--- src/rtl/branch_redirect_unit.sv ---
// Branch redirect unit: resolves MIPS branch/jump instructions in decode, computes the
// target and holds a registered redirect request until fetch accepts it.
// The word offset is formed internally as {imm[29:0], 2'b00}; a pending redirect
// back-pressures decode via id_ready.
// Optional build macro BRU_PERF_CNT_EN adds perf_taken / perf_nottaken counters.
module branch_redirect_unit #(
    parameter int unsigned ADDR_W = 32,
    parameter int unsigned OP_W   = 3
) (
    input  logic              clock,
    input  logic              resetn,
    input  logic              flush,
    input  logic              id_valid,
    output logic              id_ready,
    input  logic [OP_W-1:0]   id_op,
    input  logic [ADDR_W-1:0] id_pc,
    input  logic [ADDR_W-1:0] id_imm,
    input  logic [25:0]       id_index,
    input  logic [ADDR_W-1:0] id_rs,
    input  logic [ADDR_W-1:0] id_rt,
    output logic              redir_valid,
    input  logic              redir_ready,
    output logic [ADDR_W-1:0] redir_target,
    output logic              redir_adel
`ifdef BRU_PERF_CNT_EN
    ,
    output logic [31:0]       perf_taken,
    output logic [31:0]       perf_nottaken
`endif
);

    localparam logic [OP_W-1:0] OpBeq  = OP_W'(0);
    localparam logic [OP_W-1:0] OpBne  = OP_W'(1);
    localparam logic [OP_W-1:0] OpBgez = OP_W'(2);
    localparam logic [OP_W-1:0] OpBgtz = OP_W'(3);
    localparam logic [OP_W-1:0] OpBlez = OP_W'(4);
    localparam logic [OP_W-1:0] OpBltz = OP_W'(5);
    localparam logic [OP_W-1:0] OpJ    = OP_W'(6);
    localparam logic [OP_W-1:0] OpJr   = OP_W'(7);

    typedef enum logic [0:0] {StIdle, StPend} stateT;

    stateT             stateQ, stateD;
    logic [ADDR_W-1:0] targetQ;
    logic              adelQ;

    logic              accept;
    logic              taken;
    logic              rsNeg;
    logic              rsZero;
    logic [ADDR_W-1:0] pcPlus4;
    logic [ADDR_W-1:0] branchOff;
    logic [ADDR_W-1:0] target;
    logic              adel;
    // The top two immediate bits fall off the word shift.
    logic              unusedImm;

    assign unusedImm = ^id_imm[ADDR_W-1:ADDR_W-2];

    assign id_ready     = (stateQ == StIdle);
    assign redir_valid  = (stateQ == StPend);
    assign redir_target = targetQ;
    assign redir_adel   = adelQ;

    assign accept    = id_valid & id_ready & ~flush;
    assign rsNeg     = id_rs[ADDR_W-1];
    assign rsZero    = (id_rs == '0);
    assign pcPlus4   = id_pc + ADDR_W'(4);
    assign branchOff = {id_imm[ADDR_W-3:0], 2'b00};

    // Resolve condition, target and address-error flag for the presented instruction.
    always_comb begin
        taken  = 1'b0;
        target = pcPlus4 + branchOff;
        adel   = 1'b0;
        case (id_op)
            OpBeq:  taken = (id_rs == id_rt);
            OpBne:  taken = (id_rs != id_rt);
            OpBgez: taken = ~rsNeg;
            OpBgtz: taken = ~rsNeg & ~rsZero;
            OpBlez: taken = rsNeg | rsZero;
            OpBltz: taken = rsNeg;
            OpJ: begin
                taken  = 1'b1;
                target = {pcPlus4[ADDR_W-1:ADDR_W-4], id_index, 2'b00};
            end
            OpJr: begin
                taken  = 1'b1;
                target = id_rs;
                adel   = |id_rs[1:0];
            end
            default: taken = 1'b0;
        endcase
    end

    // Next state: flush dominates, otherwise hold a taken redirect until fetch takes it.
    always_comb begin
        stateD = stateQ;
        if (flush) begin
            stateD = StIdle;
        end else begin
            unique case (stateQ)
                StIdle:  if (accept && taken) stateD = StPend;
                StPend:  if (redir_ready) stateD = StIdle;
                default: stateD = StIdle;
            endcase
        end
    end

    // State register.
    always_ff @(posedge clock or negedge resetn) begin
        if (!resetn) begin
            stateQ <= StIdle;
        end else begin
            stateQ <= stateD;
        end
    end

    // Capture target/adel on a taken accept; they stay stable while pending.
    always_ff @(posedge clock or negedge resetn) begin
        if (!resetn) begin
            targetQ <= '0;
            adelQ   <= 1'b0;
        end else if (accept && taken) begin
            targetQ <= target;
            adelQ   <= adel;
        end
    end

`ifdef BRU_PERF_CNT_EN
    logic [31:0] perfTakenQ;
    logic [31:0] perfNotTakenQ;

    assign perf_taken    = perfTakenQ;
    assign perf_nottaken = perfNotTakenQ;

    // Count accepted instructions by outcome; flushed presentations are never accepted.
    always_ff @(posedge clock or negedge resetn) begin
        if (!resetn) begin
            perfTakenQ    <= '0;
            perfNotTakenQ <= '0;
        end else if (accept) begin
            if (taken) begin
                perfTakenQ <= perfTakenQ + 32'd1;
            end else begin
                perfNotTakenQ <= perfNotTakenQ + 32'd1;
            end
        end
    end
`endif

endmodule

--- config.mk ---
export PLATFORM = sky130hd
export DESIGN_NAME = branch_redirect_unit
export DESIGN_NICKNAME = d
export VERILOG_FILES = /design/src/rtl/branch_redirect_unit.sv
export SDC_FILE = /design/constraint.sdc
export NUM_CORES = 1
export LEC_CHECK = 0
export BUFFER_PORTS_ARGS = -buffer_cell sky130_fd_sc_hd__buf_2
export CAP_MARGIN = 20
export CORE_MARGIN = 1.5
export CORE_UTILIZATION = 26
export DETAILED_ROUTE_END_ITERATION = 8
export PLACE_DENSITY = 0.47
export SLEW_MARGIN = 20
export SYNTH_ARGS = -nofsm -noshare
export SYNTH_HDL_FRONTEND = slang
export SYNTH_SLANG_ARGS = --single-unit
--- constraint.sdc ---
create_clock -name clock -period 3.6 [get_ports clock]
set_clock_uncertainty 0.05 [all_clocks]
set_input_delay 0.36 -clock clock [delete_from_list [all_inputs] [get_ports clock]]
set_output_delay 0.36 -clock clock [all_outputs]
set_load 0.005 [all_outputs]
==> impl_metrics.env, run 1 <==
export IMPL_status="finished clean"
export IMPL_setup_viol=0
export IMPL_synth_compound_area_share_pct=21.8
export IMPL_hold_viol=0
export IMPL_viasPerCell=4.90
export IMPL_synth_top_family_by_area="compound AO/OA/AOI/OAI gates"
export IMPL_cts_resized_gates=0
export IMPL_rsz0062_at_grt="no"
export IMPL_final_cell_mix="buf_2 (194), nand2_1 (51), nor2_1 (50)"
export IMPL_clkSlewWorstSetupHoldPaths_ns=0.06
export IMPL_fp_dieW_um=136
export IMPL_gr_total_overflow=0
export IMPL_gr_usage_all_layers_pct=18.7
export IMPL_tightestPinTransition_ns=0.857
export IMPL_rr_worst_depth=8
export IMPL_htreeDepth=2
export IMPL_cts_hold_buf=0
export IMPL_layout_min_cycle_time_ns=3.17
export IMPL_nFillCells=1939
export IMPL_p_per_area_mw_per_mm2=318
export IMPL_initial_utilization_pct=26.7
export IMPL_synth_fa_ha_area_share_pct=9.08
export IMPL_reg2reg_slack_ns=1.60
export IMPL_synth_edff_count=0
export IMPL_drive_gt1_share_pct=32.5
export IMPL_wire_per_inst_um=17.7
export IMPL_ys_async_sr_fraction_pct=100
export IMPL_pre_cts_ws_ns=0.149
export IMPL_die_area_mm2=0.0186
export IMPL_num_antenna_cells=0
export IMPL_start_kind="input pin"
export IMPL_synth_seq_area_share_pct=18.4
export IMPL_ys_warn_count=0
export IMPL_grt_pass1_wl_mm=26.6
export IMPL_peakVddDrop_uv=180
export IMPL_crit_fanout=5
export IMPL_final_util_pct=34.5
export IMPL_timing_final_crit_share_pct=88.0
export IMPL_max_freq_ghz=0.316
export IMPL_timing_final_ws_setup_ns=0.432
export IMPL_dp_cells=990
export IMPL_cts_tree="built"
export IMPL_rows=48
export IMPL_relSlewSlack_pct=42.9
export IMPL_ys_top_cells_by_area="dfrtp_1 (18%), ha_1 (8.6%), xor2_1 (8.3%), xnor2_1 (7.9%), mux2i_1 (6.1%)"
export IMPL_final_common_cell="buf_2"
export IMPL_synth_cells=574
export IMPL_setup_tns_ns=0
export IMPL_worst_ep_required_time_ns=3.77
export IMPL_synth_flop_cell="dfrtp_1"
export IMPL_root_buffer="clkbuf_16"
export IMPL_die_y_um=136
export IMPL_cts_buffer_depth=2
export IMPL_synth_seq_cells=34
export IMPL_ant_nets=0
export IMPL_layoutNonFillerInstCount=998
export IMPL_grt_pass1_vias=4824
export IMPL_synth_xor_area_share_pct=16.3
export IMPL_dr_pass1_iters=4
export IMPL_synth_top_cell_area_share_pct=18.4
export IMPL_avgSynthCellArea_um2=8.07
export IMPL_wl_mm=17.7
export IMPL_place_area_mm2=0.00585
export IMPL_maxSlewViolCount=0
export IMPL_grt_max_degree=37
export IMPL_muxShareOfSynthArea_pct=7.59
export IMPL_clock_sinks=34
export IMPL_antenna_found_initial=0
export IMPL_port_buffer_count=194
export IMPL_ios=197
export IMPL_vias=4889
export IMPL_holdCritPathClass="in2async"
export IMPL_synthesis_nets=769
export IMPL_dp_hpwl_mm=14.9
export IMPL_gp_congestion=0.821
export IMPL_coreArea_mm2=0.0174
export IMPL_synthSimpleGateAreaFrac_pct=21.0
export IMPL_endpoint_kind="flip-flop"
export IMPL_drt_iter0_markers=260
export IMPL_drc=0
export IMPL_synth_area_mm2=0.00463
export IMPL_fin_nets=967
export IMPL_critPathKind="in2reg"
export IMPL_drv_cap=0
export IMPL_cts_made_buffers=5
export IMPL_cts_setup_buffers=0
export IMPL_design_area_mm2=0.00599
export IMPL_leakage_nw=2.82
export IMPL_area_growth_pct=29.5
export IMPL_clock_latency_ns=0.28
export IMPL_synth_cell_types=71
export IMPL_worst_ep_arrival_time_ns=3.34
export IMPL_synth_top_area_cell="dfrtp_1"
==> cell type report <==
type / instances / area [um^2] / area share (%)
well taps: 225 / 282 / 4.70
inverters: 13 / 48.8 / 0.814
flip-flops and latches: 34 / 851 / 14.2
multi-input cells: 499 / 3510 / 58.5
repair buffers: 219 / 1160 / 19.3
clock buffers: 7 / 143 / 2.38
clock inverters: 1 / 5.00 / 0.0835
==> routing by layer <==
metal | track usage, % | vias up | routed length (um) | share of wire, %
li1 | - | 2486 | - | -
met1 | 24.5 | 2255 | 8180 | 46
met2 | 33.3 | 142 | 8370 | 47
met3 | 2.65 | 6 | 1050 | 5.9
met4 | 2.48 | 0 | 88 | 0.50
met5 | 0 | - | 0 | 0
==> worst max-delay path, stage by stage <==
cell	delay, ns
buf_2	0.12
and4_1	0.27
nand3_1	0.13
nor2_1	0.25
nand2_1	0.11
xnor2_1	0.14
ha_1	0.35
nand4_1	0.12
o22ai_1	0.28
nor2_1	0.07
o21ai_0	0.18
a31oi_1	0.30
a22o_1	0.25
nor3_1	0.24
o22a_1	0.18
==> where the power goes <==
group          internal (mW)  switching [mW]
clock                  0.275           0.169
combinational          0.419           0.491
sequential             0.487          0.0638
==> path summary, 6_finish.rpt <==
check	start	end
max	id_pc[4]	redir_target[28]
min reg2reg	redir_target[6]	redir_target[6]
min in group clock	flush	redir_valid
min	resetn	redir_target[10]
max in group asynchronous	resetn	redir_target[30]
max reg2reg	redir_valid	redir_target[14]
==> synthesized netlist by cell type, types with 3 or more instances <==
cell       n
nand3_1   18
and2_1     4
clkbuf_1   6
inv_1     13
nand4_1   24
nor4_1    16
o21ai_0   38
buf_6      6
a21o_1    18
a31oi_1    6
and3_1     8
dfrtp_1   34
a21oi_1   47
nand2_1   51
mux2i_1   28
buf_4      4
ha_1      32
buf_1      3
a31o_2     3
o21ai_1    3
nor2_1    50
o211ai_1   5
nand3b_1   3
buf_2      4
xor2_1    44
nor3_1     3
mux2_2     3
xnor2_1   42
and4_1     5
==> cell families (layout without fill, tap and decap cells) <==
| logic type | after synthesis | count (layout) |
|---|---|---|
| DFF | 34 | 34 |
| buffers and inverters | 41 | 240 |
| AOI/OAI and AO/OA | 152 | 152 |
| adders and majority gates | 33 | 33 |
| and+or+nand+nor | 194 | 194 |
| muxes | 34 | 34 |
| xor gates and xnor gates | 86 | 86 |
==> state kept, by name (all words and copies together), names as in the netlist <==
| register | count |
|---|---|
| redir_target | 32 |
| redir_adel | 1 |
| redir_valid | 1 |
==> per-stage QoR <==
step / hold WS (ns) / power [mW]
2_1_floorplan: 0.0144 / 1.07
3_3_place_gp: 0.422 / 1.47
3_5_place_dp: 0.427 / 1.48
4_1_cts: 0.182 / 1.93
5_1_grt: 0.221 / 2.04
6_report: 0.142 / 1.90
Note: power is estimated with default switching activity, not from simulation.
==> inputs of run 2 (changes only) <==
clock period = 3.1 ns   (was 3.6 ns; I/O delays follow)
==> run 2 against run 1 <==
Net effect:
- sequential power rose by 16%
- hold slack got worse by 0.059 ns
- power rose by 20%
- sequential cell count did not move
- via count rose by 3.9%
- die area did not move
- core utilization rose by 3.3 points
- critical path depth did not move
- worst setup slack got worse by 0.29 ns
- critical path type unchanged
- largest cell class unchanged
==> impl_metrics.env, run 2 (synthesis results as in run 1) <==
export IMPL_status="finished clean"
export IMPL_holdCritPathClass="in2async"
export IMPL_drc=0
export IMPL_cts_buffer_depth=2
export IMPL_gp_congestion=0.804
export IMPL_grt_pass1_vias=4951
export IMPL_crit_fanout=8
export IMPL_die_area_mm2=0.0186
export IMPL_area_growth_pct=41.8
export IMPL_drive_gt1_share_pct=39.2
export IMPL_top_layer_used="met4"
export IMPL_ios=197
export IMPL_antenna_found_initial=0
export IMPL_final_cell_mix="buf_2 (194), buf_4 (89), nand2_1 (51)"
export IMPL_clkSlewWorstSetupHoldPaths_ns=0.06
export IMPL_grt_max_degree=61
export IMPL_wire_per_inst_um=16.5
export IMPL_drv_cap=0
export IMPL_design_area_mm2=0.00657
export IMPL_maxSlewViolCount=0
export IMPL_vias=5081
export IMPL_port_buffer_count=194
export IMPL_largest_reg_flops=32
export IMPL_worst_ep_required_time_ns=3.26
export IMPL_cts_resized_gates=0
export IMPL_timing_final_crit_share_pct=95.3
export IMPL_grt_pass1_wl_mm=26.4
export IMPL_fin_nets=1032
export IMPL_p_per_area_mw_per_mm2=348
export IMPL_viasPerCell=4.79
export IMPL_endpoint_kind="flip-flop"
export IMPL_final_util_pct=37.8
export IMPL_hold_viol=0
export IMPL_drt_iter0_markers=193
export IMPL_wl_met3_mm=1.03
export IMPL_final_common_cell="buf_2"
export IMPL_clock_sinks=34
export IMPL_num_antenna_cells=0
export IMPL_peakVddDrop_uv=173
export IMPL_critPathKind="in2reg"
export IMPL_cts_hold_buf=0
export IMPL_relSlewSlack_pct=42.3
export IMPL_tightestPinTransition_ns=0.865
export IMPL_htreeDepth=2
export IMPL_root_buffer="clkbuf_16"
export IMPL_gr_total_overflow=0
export IMPL_cts_tree="built"
export IMPL_leakage_nw=3.15
export IMPL_dr_pass1_iters=4
export IMPL_slowest_delay_ns=0.43
export IMPL_wl_met2_mm=8.31
export IMPL_wl_mm=17.6
export IMPL_start_kind="input pin"
export IMPL_coreArea_mm2=0.0174
export IMPL_max_freq_ghz=0.338
export IMPL_nFillCells=1921
export IMPL_worst_ep_arrival_time_ns=3.11
export IMPL_ant_nets=0
export IMPL_cts_made_buffers=5
export IMPL_path_cells="buf_2 -> and4_4 -> nand3_1 -> nor2_2 -> nand3_1 -> xnor2_1 -> ha_1 -> and3_1 -> and3_1 -> nand3_1 -> a31o_2 -> and3_1 -> xnor2_1 -> a21oi_1 -> a21oi_1"
export IMPL_place_area_mm2=0.00635
export IMPL_rr_worst_depth=7
export IMPL_die_y_um=136
export IMPL_clock_latency_ns=0.28
export IMPL_layout_min_cycle_time_ns=2.95
export IMPL_slowest_stage="ha_1"
export IMPL_setup_viol=0
export IMPL_cts_setup_buffers=0
export IMPL_dp_hpwl_mm=14.9
export IMPL_initial_utilization_pct=26.7
export IMPL_gr_usage_all_layers_pct=18.4
export IMPL_fp_dieW_um=136
export IMPL_wl_met1_mm=8.09
export IMPL_rows=48
-- run 2: cell types whose count changed in the layout (fill, tap and decap cells not counted), sizes merged --
cell,change
clkbuf,-1
clkinv,-1
buf,+65
-- run 2: layout make-up --
cell class	count	area (um^2)	share of cell area, %
multi-input cells	499	3590	54.6
clock buffers	6	139	2.12
well taps	225	282	4.29
inverters	13	48.8	0.743
flip-flops and latches	34	851	13.0
repair buffers	284	1660	25.3
-- run 2: worst paths after layout --
path / start / endpoint / slack (ns)
min in group clock: flush / redir_valid / 0.18
max in group asynchronous: resetn / redir_target[31] / 2.35
hold / removal: resetn / redir_target[7] / 0.08
hold reg to reg: redir_target[6] / redir_target[6] / 0.43
setup reg to reg: redir_valid / redir_target[4] / 1.30
setup / recovery: id_pc[7] / redir_target[24] / 0.15
-- run 2: layer usage --
metal / GRT usage, % / up-vias
li1: - / 2625
met2: 32.6 / 153
met3: 2.42 / 7
met1: 24.1 / 2296
met5: 0 / -
met4: 2.60 / 0
-- run 2: metrics by stage --
| step | power (mW) | worst slack, ns | hold WS [ns] | cells | setup TNS [ns] |
|---|---|---|---|---|---|
| 6_report | 2.28 | 0.146 | 0.0827 | 1061 | 0 |
| 4_1_cts | 2.30 | 0.0709 | 0.141 | 1061 | 0 |
| 5_1_grt | 2.45 | -0.0213 | 0.149 | 1061 | -0.0259 |
| 3_3_place_gp | 1.79 | -0.186 | 0.423 | 1055 | -1.91 |
| 3_5_place_dp | 1.80 | -0.204 | 0.424 | 1055 | -2.17 |
| 2_1_floorplan | 1.25 | 0.00932 | -0.0356 | 574 | 0 |
-- run 2: where the power goes --
group,total (mW),switching (mW),internal [mW]
Sequential,0.638,0.0727,0.565
Combinational,1.15,0.588,0.566
Clock,0.492,0.181,0.311
-- run 2: worst max-delay path: cells and delay by family --
family	cells	cell delay, ns
AO/OA/AOI/OAI	3	0.47
XOR/XNOR	2	0.42
adder cells (fa/ha/maj)	1	0.43
buffers and inverters	1	0.09
AND/OR/NAND/NOR	8	1.40
==> inputs of run 3 (changes only) <==
CORE_MARGIN = default   (was 1.5)
SKIP_CTS_REPAIR_TIMING = 1   (was default)
==> run 3 against run 2 <==
Net effect:
- global-route usage up 0.75 points
- largest power group unchanged
- sequential share of layout area shrank 0.14 points
- sequential cell count did not move
- clock power up 4%
- non-clock buffer count increased by 4
- first-iteration DRC count up 31%
- critical path type unchanged
- highest routed layer unchanged
- design area grew 1.1%
==> impl_metrics.env, run 3 (synthesis results as in run 1) <==
export IMPL_grt_pass1_vias=4946
export IMPL_timing_final_crit_share_pct=94.0
export IMPL_drc=0
export IMPL_critPathKind="in2reg"
export IMPL_wire_per_inst_um=16.6
export IMPL_worst_ep_required_time_ns=3.25
export IMPL_max_freq_ghz=0.343
export IMPL_final_cell_mix="buf_2 (194), buf_4 (93), nand2_1 (51)"
export IMPL_ios=197
export IMPL_worst_ep_arrival_time_ns=3.07
export IMPL_dr_pass1_iters=4
export IMPL_die_area_mm2=0.0183
export IMPL_dp_hpwl_mm=14.8
export IMPL_area_growth_pct=43.4
export IMPL_largest_reg_flops=32
export IMPL_final_util_pct=38.2
export IMPL_crit_fanout=4
export IMPL_antenna_found_initial=0
export IMPL_relSlewSlack_pct=43.5
export IMPL_root_buffer="clkbuf_16"
export IMPL_viasPerCell=4.80
export IMPL_design_area_mm2=0.00664
export IMPL_ant_nets=0
export IMPL_leakage_nw=3.21
export IMPL_drive_gt1_share_pct=39.8
export IMPL_fp_dieW_um=135
export IMPL_timing_final_ws_setup_ns=0.185
export IMPL_hold_viol=0
export IMPL_die_y_um=135
export IMPL_fin_hold_ws_ns=0.0792
export IMPL_cts_tree="built"
export IMPL_holdCritPathClass="in2async"
export IMPL_cts_made_buffers=5
export IMPL_coreArea_mm2=0.0174
export IMPL_cts_buffer_depth=2
export IMPL_start_kind="input pin"
export IMPL_drt_iter0_markers=252
export IMPL_tightestPinTransition_ns=0.847
export IMPL_vias=5124
export IMPL_endpoint_kind="flip-flop"
export IMPL_clock_latency_ns=0.28
export IMPL_clkSlewWorstSetupHoldPaths_ns=0.06
export IMPL_port_buffer_count=194
export IMPL_fin_nets=1036
export IMPL_grt_max_degree=62
export IMPL_final_common_cell="buf_2"
export IMPL_rows=48
export IMPL_peakVddDrop_uv=192
export IMPL_num_antenna_cells=0
export IMPL_initial_utilization_pct=26.7
export IMPL_status="finished clean"
export IMPL_gp_congestion=0.879
export IMPL_setup_viol=0
export IMPL_layout_min_cycle_time_ns=2.92
export IMPL_wl_mm=17.7
export IMPL_gr_total_overflow=0
export IMPL_drv_cap=0
export IMPL_place_area_mm2=0.00638
export IMPL_htreeDepth=2
export IMPL_pre_cts_ws_ns=-0.218
export IMPL_grt_pass1_wl_mm=26.9
export IMPL_p_per_area_mw_per_mm2=348
export IMPL_clock_sinks=34
export IMPL_maxSlewViolCount=0
export IMPL_gr_usage_all_layers_pct=19.1
## run 3: final timing paths
check	start	to	slack, ns	cells after the start
setup / recovery	id_pc[7]	redir_target[29]	0.18	15
hold / removal	resetn	redir_target[11]	0.08	1
setup reg to reg	redir_valid	redir_target[4]	1.30	7
hold reg to reg	redir_target[5]	redir_target[5]	0.43	1
max in group asynchronous	resetn	redir_target[27]	2.38	1
min in group clock	flush	redir_valid	0.14	2
## run 3: worst max-delay path: stages
cell and delay [ns]:
buf_2 0.09, and4_4 0.25, nand2_1 0.09, buf_4 0.17, nor2_1 0.17, xor2_1 0.16
ha_1 0.26, a21o_1 0.16, a31o_2 0.25, a221oi_2 0.38, o21ai_4 0.14, a211oi_2 0.23
xnor2_1 0.16, nand2_1 0.08, a31oi_1 0.16
## run 3: per-layer routing
metal | vias to the layer above | global-route usage (%) | wire length, um
met5 | - | 0 | 0
met1 | 2310 | 25.1 | 8080
met4 | 0 | 3.62 | 134
met3 | 11 | 2.62 | 1060
met2 | 160 | 33.2 | 8430
li1 | 2643 | - | -
## run 3: area by class of cell
class,count,area (um^2)
clock buffers,7,143
well taps,225,282
multi-input cells,499,3620
fillers,1932,10700
repair buffers,288,1690
flip-flops and latches,34,851
clock inverters,1,5.00
inverters,13,48.8
## run 3: per-stage QoR
stage / total power [mW] / setup TNS (ns) / std cells
after floorplan: 1.25 / 0 / 574
after global placement: 1.80 / -1.73 / 1059
after detailed placement: 1.80 / -2.02 / 1059
after CTS: 2.32 / 0 / 1067
after global routing: 2.49 / -0.0239 / 1067
final: 2.31 / 0 / 1067
## run 3: power breakdown
| part | switching, mW | internal, mW |
|---|---|---|
| Combinational | 0.590 | 0.574 |
| Sequential | 0.0725 | 0.565 |
| Clock | 0.192 | 0.319 |
| Total | 0.855 | 1.46 |
